==> config.mk <==
export PLATFORM = sky130hd
export DESIGN_NAME = booth_r4_multiplier
export DESIGN_NICKNAME = d
export VERILOG_FILES = /design/src/rtl/booth_r4_multiplier.sv
export SDC_FILE = /design/constraint.sdc
export NUM_CORES = 1
export LEC_CHECK = 0
export ABC_AREA = 1
export CORE_MARGIN = 2
export CORE_UTILIZATION = 40
export CTS_BUF_LIST = sky130_fd_sc_hd__clkbuf_16
export DETAILED_ROUTE_END_ITERATION = 7
export PLACE_DENSITY_LB_ADDON = 0.1
export RECOVER_POWER = 50
export SYNTH_ARGS = -nofsm -noshare
export SYNTH_HDL_FRONTEND = slang
export SYNTH_SLANG_ARGS = --single-unit
==> constraint.sdc <==
create_clock -name clk -period 4.41 [get_ports clk]
set_input_delay 0.882 -clock clk [delete_from_list [all_inputs] [get_ports clk]]
set_output_delay 0.882 -clock clk [all_outputs]
set_load 0.01 [all_outputs]
==> src/rtl/booth_r4_multiplier.sv <==
// Sequential radix-4 Booth multiplier for the RV32M unit (MUL/MULH/MULHSU/MULHU).
// Two multiplier bits are retired per CALC cycle: W/2+1 iterations, then a
// one-cycle DONE state that presents the registered result with o_valid.
// Optional feature macro: ZERO_SKIP_EN -- a zero operand at accept bypasses
// CALC and goes straight to DONE with a zero product.
module booth_r4_multiplier #(
  parameter int DATA_WIDTH = 32  // must be even and >= 4
) (
  input  logic                      clk,
  input  logic                      n_rst,
  input  logic                      i_valid,
  output logic                      o_ready,
  input  logic [1:0]                i_op,
  input  logic [DATA_WIDTH-1:0]     i_A,
  input  logic [DATA_WIDTH-1:0]     i_B,
  input  logic                      i_flush,
  output logic                      o_valid,
  output logic [DATA_WIDTH-1:0]     o_Result,
  output logic [2*DATA_WIDTH-1:0]   o_Product
);

  localparam int W    = DATA_WIDTH;
  localparam int AW   = 2*W + 2;        // accumulator / multiplicand width
  localparam int BW   = W + 3;          // multiplier: W+2 extended bits plus appended 0
  localparam int ITER = W/2 + 1;
  localparam int CW   = $clog2(ITER + 1);

  localparam logic [1:0] OP_MUL   = 2'b00;
  localparam logic [1:0] OP_MULHU = 2'b11;

  typedef enum logic [1:0] {
    IDLE = 2'd0,
    CALC = 2'd1,
    DONE = 2'd2
  } state_t;

  state_t          state_q, state_d;
  logic [1:0]      op_q, op_d;
  logic [AW-1:0]   mcand_q, mcand_d;
  logic [BW-1:0]   mplier_q, mplier_d;
  logic [AW-1:0]   acc_q, acc_d;
  logic [CW-1:0]   cnt_q, cnt_d;
  logic            o_valid_q, o_valid_d;
  logic [W-1:0]    o_result_q, o_result_d;
  logic [2*W-1:0]  o_product_q, o_product_d;

  logic [AW-1:0]   pp;
  logic [AW-1:0]   acc_sum;
  logic            a_sgn, b_sgn;

  // A is signed for everything except MULHU; B is signed only for MUL/MULH.
  assign a_sgn = (i_op != OP_MULHU) & i_A[W-1];
  assign b_sgn = ~i_op[1] & i_B[W-1];

  // Booth recode of the low multiplier triplet {b2i+1, b2i, b2i-1}.
  always_comb begin
    pp = '0;
    unique case (mplier_q[2:0])
      3'b001, 3'b010: pp = mcand_q;
      3'b011:         pp = mcand_q << 1;
      3'b100:         pp = -(mcand_q << 1);
      3'b101, 3'b110: pp = -mcand_q;
      default:        pp = '0;
    endcase
  end

  // Accumulator wraps mod 2^(2W+2); only the low 2W bits are ever reported.
  assign acc_sum = acc_q + pp;

  // Next-state and datapath control for IDLE/CALC/DONE.
  always_comb begin
    state_d     = state_q;
    op_d        = op_q;
    mcand_d     = mcand_q;
    mplier_d    = mplier_q;
    acc_d       = acc_q;
    cnt_d       = cnt_q;
    o_valid_d   = 1'b0;
    o_result_d  = o_result_q;
    o_product_d = o_product_q;

    unique case (state_q)
      IDLE: begin
        // Flush outranks a simultaneous request.
        if (i_valid && !i_flush) begin
          op_d     = i_op;
          mcand_d  = {{(W+2){a_sgn}}, i_A};
          mplier_d = {{2{b_sgn}}, i_B, 1'b0};
          acc_d    = '0;
          cnt_d    = '0;
          state_d  = CALC;
`ifdef ZERO_SKIP_EN
          if (i_A == '0 || i_B == '0) begin
            state_d     = DONE;
            o_valid_d   = 1'b1;
            o_result_d  = '0;
            o_product_d = '0;
          end
`endif
        end
      end
      CALC: begin
        if (i_flush) begin
          // Abandon the operation; result registers keep the previous op's values.
          state_d = IDLE;
          cnt_d   = '0;
        end else begin
          acc_d    = acc_sum;
          mcand_d  = mcand_q << 2;
          mplier_d = {{2{mplier_q[BW-1]}}, mplier_q[BW-1:2]};
          if (cnt_q == CW'(ITER - 1)) begin
            state_d     = DONE;
            cnt_d       = '0;
            o_valid_d   = 1'b1;
            o_product_d = acc_sum[2*W-1:0];
            o_result_d  = (op_q == OP_MUL) ? acc_sum[W-1:0] : acc_sum[2*W-1:W];
          end else begin
            cnt_d = cnt_q + 1'b1;
          end
        end
      end
      // The valid pulse is already on the wire during DONE; a flush here just
      // lands in IDLE like the normal path does.
      DONE:    state_d = IDLE;
      default: state_d = IDLE;
    endcase
  end

  // All state and registered outputs; async active-low reset clears everything.
  always_ff @(posedge clk or negedge n_rst) begin
    if (!n_rst) begin
      state_q     <= IDLE;
      op_q        <= '0;
      mcand_q     <= '0;
      mplier_q    <= '0;
      acc_q       <= '0;
      cnt_q       <= '0;
      o_valid_q   <= 1'b0;
      o_result_q  <= '0;
      o_product_q <= '0;
    end else begin
      state_q     <= state_d;
      op_q        <= op_d;
      mcand_q     <= mcand_d;
      mplier_q    <= mplier_d;
      acc_q       <= acc_d;
      cnt_q       <= cnt_d;
      o_valid_q   <= o_valid_d;
      o_result_q  <= o_result_d;
      o_product_q <= o_product_d;
    end
  end

  assign o_ready   = (state_q == IDLE);
  assign o_valid   = o_valid_q;
  assign o_Result  = o_result_q;
  assign o_Product = o_product_q;

endmodule

==> After elaboration in Yosys (flattened, before gate mapping) <==
Cells that the tools add are included.
{ "word_totals": {"reg_bits": 273, "elab_cells": 66} }
{ "op_classes": {"addsub": 4, "n_eq_ne": 12, "mux": 22, "bitwise_logic": 5, "reduce_logical": 13} }
{ "ops": {"columns": ["operator", "n"], "rows": [
  ["2-to-1 mux 66 bit", 4],
  ["one-hot mux 66 bit (2 select lines)", 2],
  ["one-hot mux 66 bit (4 select lines)", 1],
  ["negation 66 bit", 2],
  ["one-hot mux 35 bit (2 select lines)", 1],
  ["adder 66 bit", 1],
  ["2-to-1 mux 35 bit", 1],
  ["2-to-1 mux 34 bit", 1],
  ["2-to-1 mux 32 bit", 1],
  ["2-to-1 mux 5 bit", 3],
  ["one-hot mux 5 bit (2 select lines)", 1],
  ["equality test 3 bit, second input constant", 3],
  ["AND reduction 3 bit", 3],
  ["equality test 3 x 2 -> 1 bit, second input constant", 2],
  ["2-to-1 mux 2 bit", 3],
  ["AND reduction 2 bit", 3],
  ["adder 5 x 1 -> 5 bit, second input constant", 1],
  ["equality test 5 bit, second input constant", 1],
  ["zero test 2 bit", 2],
  ["inequality test 2 bit, second input constant", 2],
  ["one-hot mux 2 bit (2 select lines)", 1],
  ["OR reduction 2 bit", 2],
  ["equality test 3 x 1 -> 1 bit, second input constant", 1],
  ["2-to-1 mux 1 bit", 3],
  ["8 further kinds", 11]
]} }

==> Logic depth before layout (Yosys ltp) <==
{ "logic_depth": {"word_depth": 6, "depth_mapped": 30, "mapped_depth_nobuf": 30} }

==> Worst setup path after synthesis <==
OpenSTA, ideal clock, no wires.
{ "synth_timing": {"path_kind": "reg-to-reg", "from": "register mcand_q[0]", "to": "register o_result_q[31], in the netlist o_Result[31]", "setup_time_ns": 0.116, "arrival_time_ns": 3.279, "slack_ns": 1.014, "path_stages_with_launch": 27, "cell_sequence": "dfrtp_1 inv_2 ha_1 nand3_4 nor2_2 nand2_1 nor2_4 nand2_1 nor4_2 xor2_1 inv_1 nand2_1 nand4_1 ha_1 nand2_1 nor2_1 inv_1 nor2_1 inv_1 nor4_1 nand2_1 nand2_1 inv_1 nand3_1 nand3_1 nand2_1 nand2_1"} }
{ "synth_via": {"elab_chain_len": 4, "elab_cells_between_ends": 5, "classes_between": "add/sub (3); mux (2)"} }
{ "synth_rtl": {"columns": ["item", "line_no", "source"], "rows": [
  ["start, declared", "39", "logic [AW-1:0] mcand_q, mcand_d;"],
  ["start signal, assigned", "144", "mcand_q <= mcand_d;"],
  ["negation 66 bit, on equally long branches", "62, 61", null],
  ["one-hot mux 66 bit (4 select lines) (*)", "58", "unique case (mplier_q[2:0])"],
  ["adder 66 bit (*)", "68", "assign acc_sum = acc_q + pp;"],
  ["2-to-1 mux 32 bit (*)", "116", "o_result_d = (op_q == OP_MUL) ? acc_sum[W-1:0] : acc_sum[2*W-1:W];"],
  ["end signal, assigned", "149", "o_result_q <= o_result_d;"],
  ["end, declared", "44", "logic [W-1:0] o_result_q, o_result_d;"]
]} }
Mark *: on every way between the ends. The rest lies on a longest branch, timed or not.
A chain may end at the register's enable or synchronous reset.

==> Worst setup path after layout <==
{ "layout_timing": {"from": "register mcand_q[0]", "to": "register o_product_q[59], in the netlist o_Product[59]"} }
{ "layout_via": {"elab_chain_len": 3, "elab_cells_between_ends": 4, "classes_between": "add/sub (3); mux (1)"} }
{ "layout_rtl": {"columns": ["item", "line_no", "source"], "rows": [
  ["negation 66 bit, on equally long branches", "62, 61", null],
  ["one-hot mux 66 bit (4 select lines) (*)", "58", null],
  ["adder 66 bit (*)", "68", null],
  ["end signal, assigned", "150", "o_product_q <= o_product_d;"],
  ["end, declared", "45", "logic [2*W-1:0] o_product_q, o_product_d;"]
]} }
Marked as above.

==> qor.yml <==
setup_viol: 0
r2r_slack_ns: 0.14
grt_antenna_before_repair: 3
cp.arrival_ns: 4.70
dr.pass1.iters: 5
grt_max_degree: 133
synth_edf_count: 0
n_antenna_cell: 0
synth_cell_types: 51
worst_slack_ns: 0.138
status: "complete, but fails checks"
grt_pass1_wl_mm: 121
cts_max_level: 2
yosysWarnings: 0
whs_ns: 0.467
hp-class: "reg2reg"
cts_made_buffers: 34
fin_crit_ns: 4.27
p_per_area_mw_per_mm2: 645
drive_gt1_share_pct: 15.3
die_x_um: 224
pre_cts_ws_ns: -0.302
fillers: 4899
io_pins: 168
cts_max_path_buffers: 3
fin_worst_skew_ns: 0.0207
drt_wl_total_mm: 80.8
ys_ff_latch: 269
drv_slew: 282
cts_sinks: 269
violations: "capacitance limit, slew limit"
viasPerCell: 5.44
first_global_vias: 20200
cts_root_buf: "clkbuf_16"
dp_hpwl_mm: 63.4
synthTopCellsByArea: "dfrtp_1, nand2_1, o21ai_0"
syn_inst: 2854
drt_iter0_drc: 1892
final_cells: 3864
crit_required_ns: 4.84
rows: 80
ir_drop_mv: 0.344
dp_cells: 3796
area_delta_synth_final_pct: 30.4
rsz0062_at_grt: "yes"
path_class: "reg2reg"
crit_fanout: 5
synth_fp_nets: 2991
cap_violations: 3
yosysTopAreaCellShare_pct: 34.9
worst_slew_pin_slew_ns: 2.53
yosysSeqAreaShare_pct: 34.9
endpoint_kind: "flop"
initial_core_util_pct: 40.5
core_mm2: 0.0476
die_y_um: 224
yosysTopAreaCell: "dfrtp_1"
final_hold_viol_count: 0
cts_tree: "built"
finalCritPeriodShare_pct: 96.9
drtAntennaViolNets: 0
num-nets-final: 3365
p_leak_uw: 0.0118
clk_latency_ns: 0.55
clkTransAtPathRegs_ns: 0.06
cp-start-kind: "flop"
overflow: 0
fmax_mhz: 234
layout_commonest_cell: "nand2_1"
slew_headroom_pct: -68.9
layout_common_cells: "nand2_1, inv_1, dfrtp_1"
dieArea_mm2: 0.0500
ys.flop_type: "dfrtp_1"
drt-wirelength-per-cell_um: 20.9
track_usage_pct: 32.1
netlist_area_mm2: 0.0193
vias: 21000
avgSynthCellArea_um2: 6.76
holdBufCountCts: 0
place.gp.congestion: 1.01
remaining_drc_errors: 0
port_buffers: 167
async_flop_share_pct: 100
-- cells in the mapped netlist, types with 4 or more instances --
library cell / number
o21ai_1: 10
a221oi_1: 13
ha_1: 66
buf_2: 24
o21ai_0: 264
o2111ai_1: 15
dfrtp_1: 269
a21oi_1: 134
buf_1: 4
o211ai_1: 65
nor2_4: 8
o22ai_1: 14
clkbuf_1: 79
a221o_1: 7
nor3_1: 16
o21a_1: 5
xnor2_1: 23
xor2_1: 53
or2_1: 4
inv_1: 338
nand3b_1: 10
nor2_2: 4
nor2_1: 309
nand4_1: 36
o21ai_2: 4
nand3_1: 175
o21bai_1: 9
a21o_1: 5
nor4_1: 9
nand2_1: 795
and2_1: 10
inv_2: 8
a22oi_1: 35
-- final timing paths --
| kind | to | start | cells past startpoint |
|---|---|---|---|
| setup / recovery | o_Product[59] | mcand_q[0] | 27 |
| hold / removal | o_Product[2] | o_Product[2] | 2 |
| setup reg to reg | o_Product[59] | mcand_q[0] | 27 |
| hold reg to reg | o_Product[2] | o_Product[2] | 2 |
| max in group asynchronous | o_Product[54] | n_rst | 2 |
| min in group asynchronous | o_Product[0] | n_rst | 1 |
-- worst max-delay path, stage by stage (launching register included) --
cell      delay (ns)
dfrtp_1         0.39
inv_2           0.09
buf_6           0.13
nand3_4         0.10
nor2_4          0.17
nand2_4         0.11
nor3_4          0.19
nand2_2         0.08
clkinv_2        0.07
nand3_4         0.11
nor2_4          0.17
buf_4           0.12
nand2_1         0.05
nand3_1         0.11
nand4_1         0.31
ha_4            0.43
nand2_1         0.11
nor2_2          0.13
inv_1           0.09
o21ai_1         0.30
a21oi_1         0.07
buf_4           0.17
nor2_2          0.14
nor2_1          0.07
nand3_1         0.09
nand2_1         0.15
nand2_1         0.09
nand2_1         0.07
-- state kept, by name (all words and copies together) (netlist names) --
signal	count
acc_q	64
cnt_q	5
mcand_q	64
mplier_q	35
o_Product	64
o_Result	32
o_valid	1
op_q	2
state_q	2
-- power breakdown --
part	internal [uW]	switching [uW]
clock	1680	1140
sequential	2990	530
combinational	3710	6190
total	8370	7860
-- stage by stage --
| step | TNS [ns] | util, % | cell area (um2) | total power, uW |
|---|---|---|---|---|
| after global routing | -0.497 | 52.8 | 25200 | 17300 |
| after floorplan | 0 | - | 19300 | 8170 |
| after CTS | 0 | 51.8 | 24700 | 15700 |
| after global placement | -4.15 | 49.3 | 23500 | 12700 |
| final | 0 | 52.8 | 25200 | 16200 |
| after detailed placement | -4.48 | 49.3 | 23500 | 12700 |
-- area by class of cell --
class | count | area, um2 | area share, %
multi-input combinational | 2131 | 11500 | 45.5
sequential | 269 | 6730 | 26.7
timing repair buffer | 445 | 3810 | 15.1
inverter | 347 | 1310 | 5.19
clock buffer | 37 | 926 | 3.68
tap | 615 | 769 | 3.06
clock inverter | 20 | 175 | 0.696
-- what timing repair did --
item                                    CTS  global route
pin swaps                                 0            26
endpoints found under the setup margin   47           115
gates resized for setup                  25           147
buffers inserted                          1            10
-- layer usage --
layer	GRT usage [%]	share of wire (%)	vias to the layer above
met1	45.8	46	9985
met2	50.8	44	736
met3	3.45	6.2	125
li1	-	-	10200
met5	0	0	-
met4	10.9	3.4	0
-- cell families (layout without fill, tap and decap cells) --
family	Yosys count	count (layout)	synth area share, %
AOI/OAI and AO/OA	589	589	17.8
and+or+nand+nor	1399	1399	30.5
xor gates and xnor gates	76	76	3.45
buffers and inverters	454	849	8.99
adders and majority gates	67	67	4.38
DFF	269	269	34.9
(Power assumes the default switching activity.)
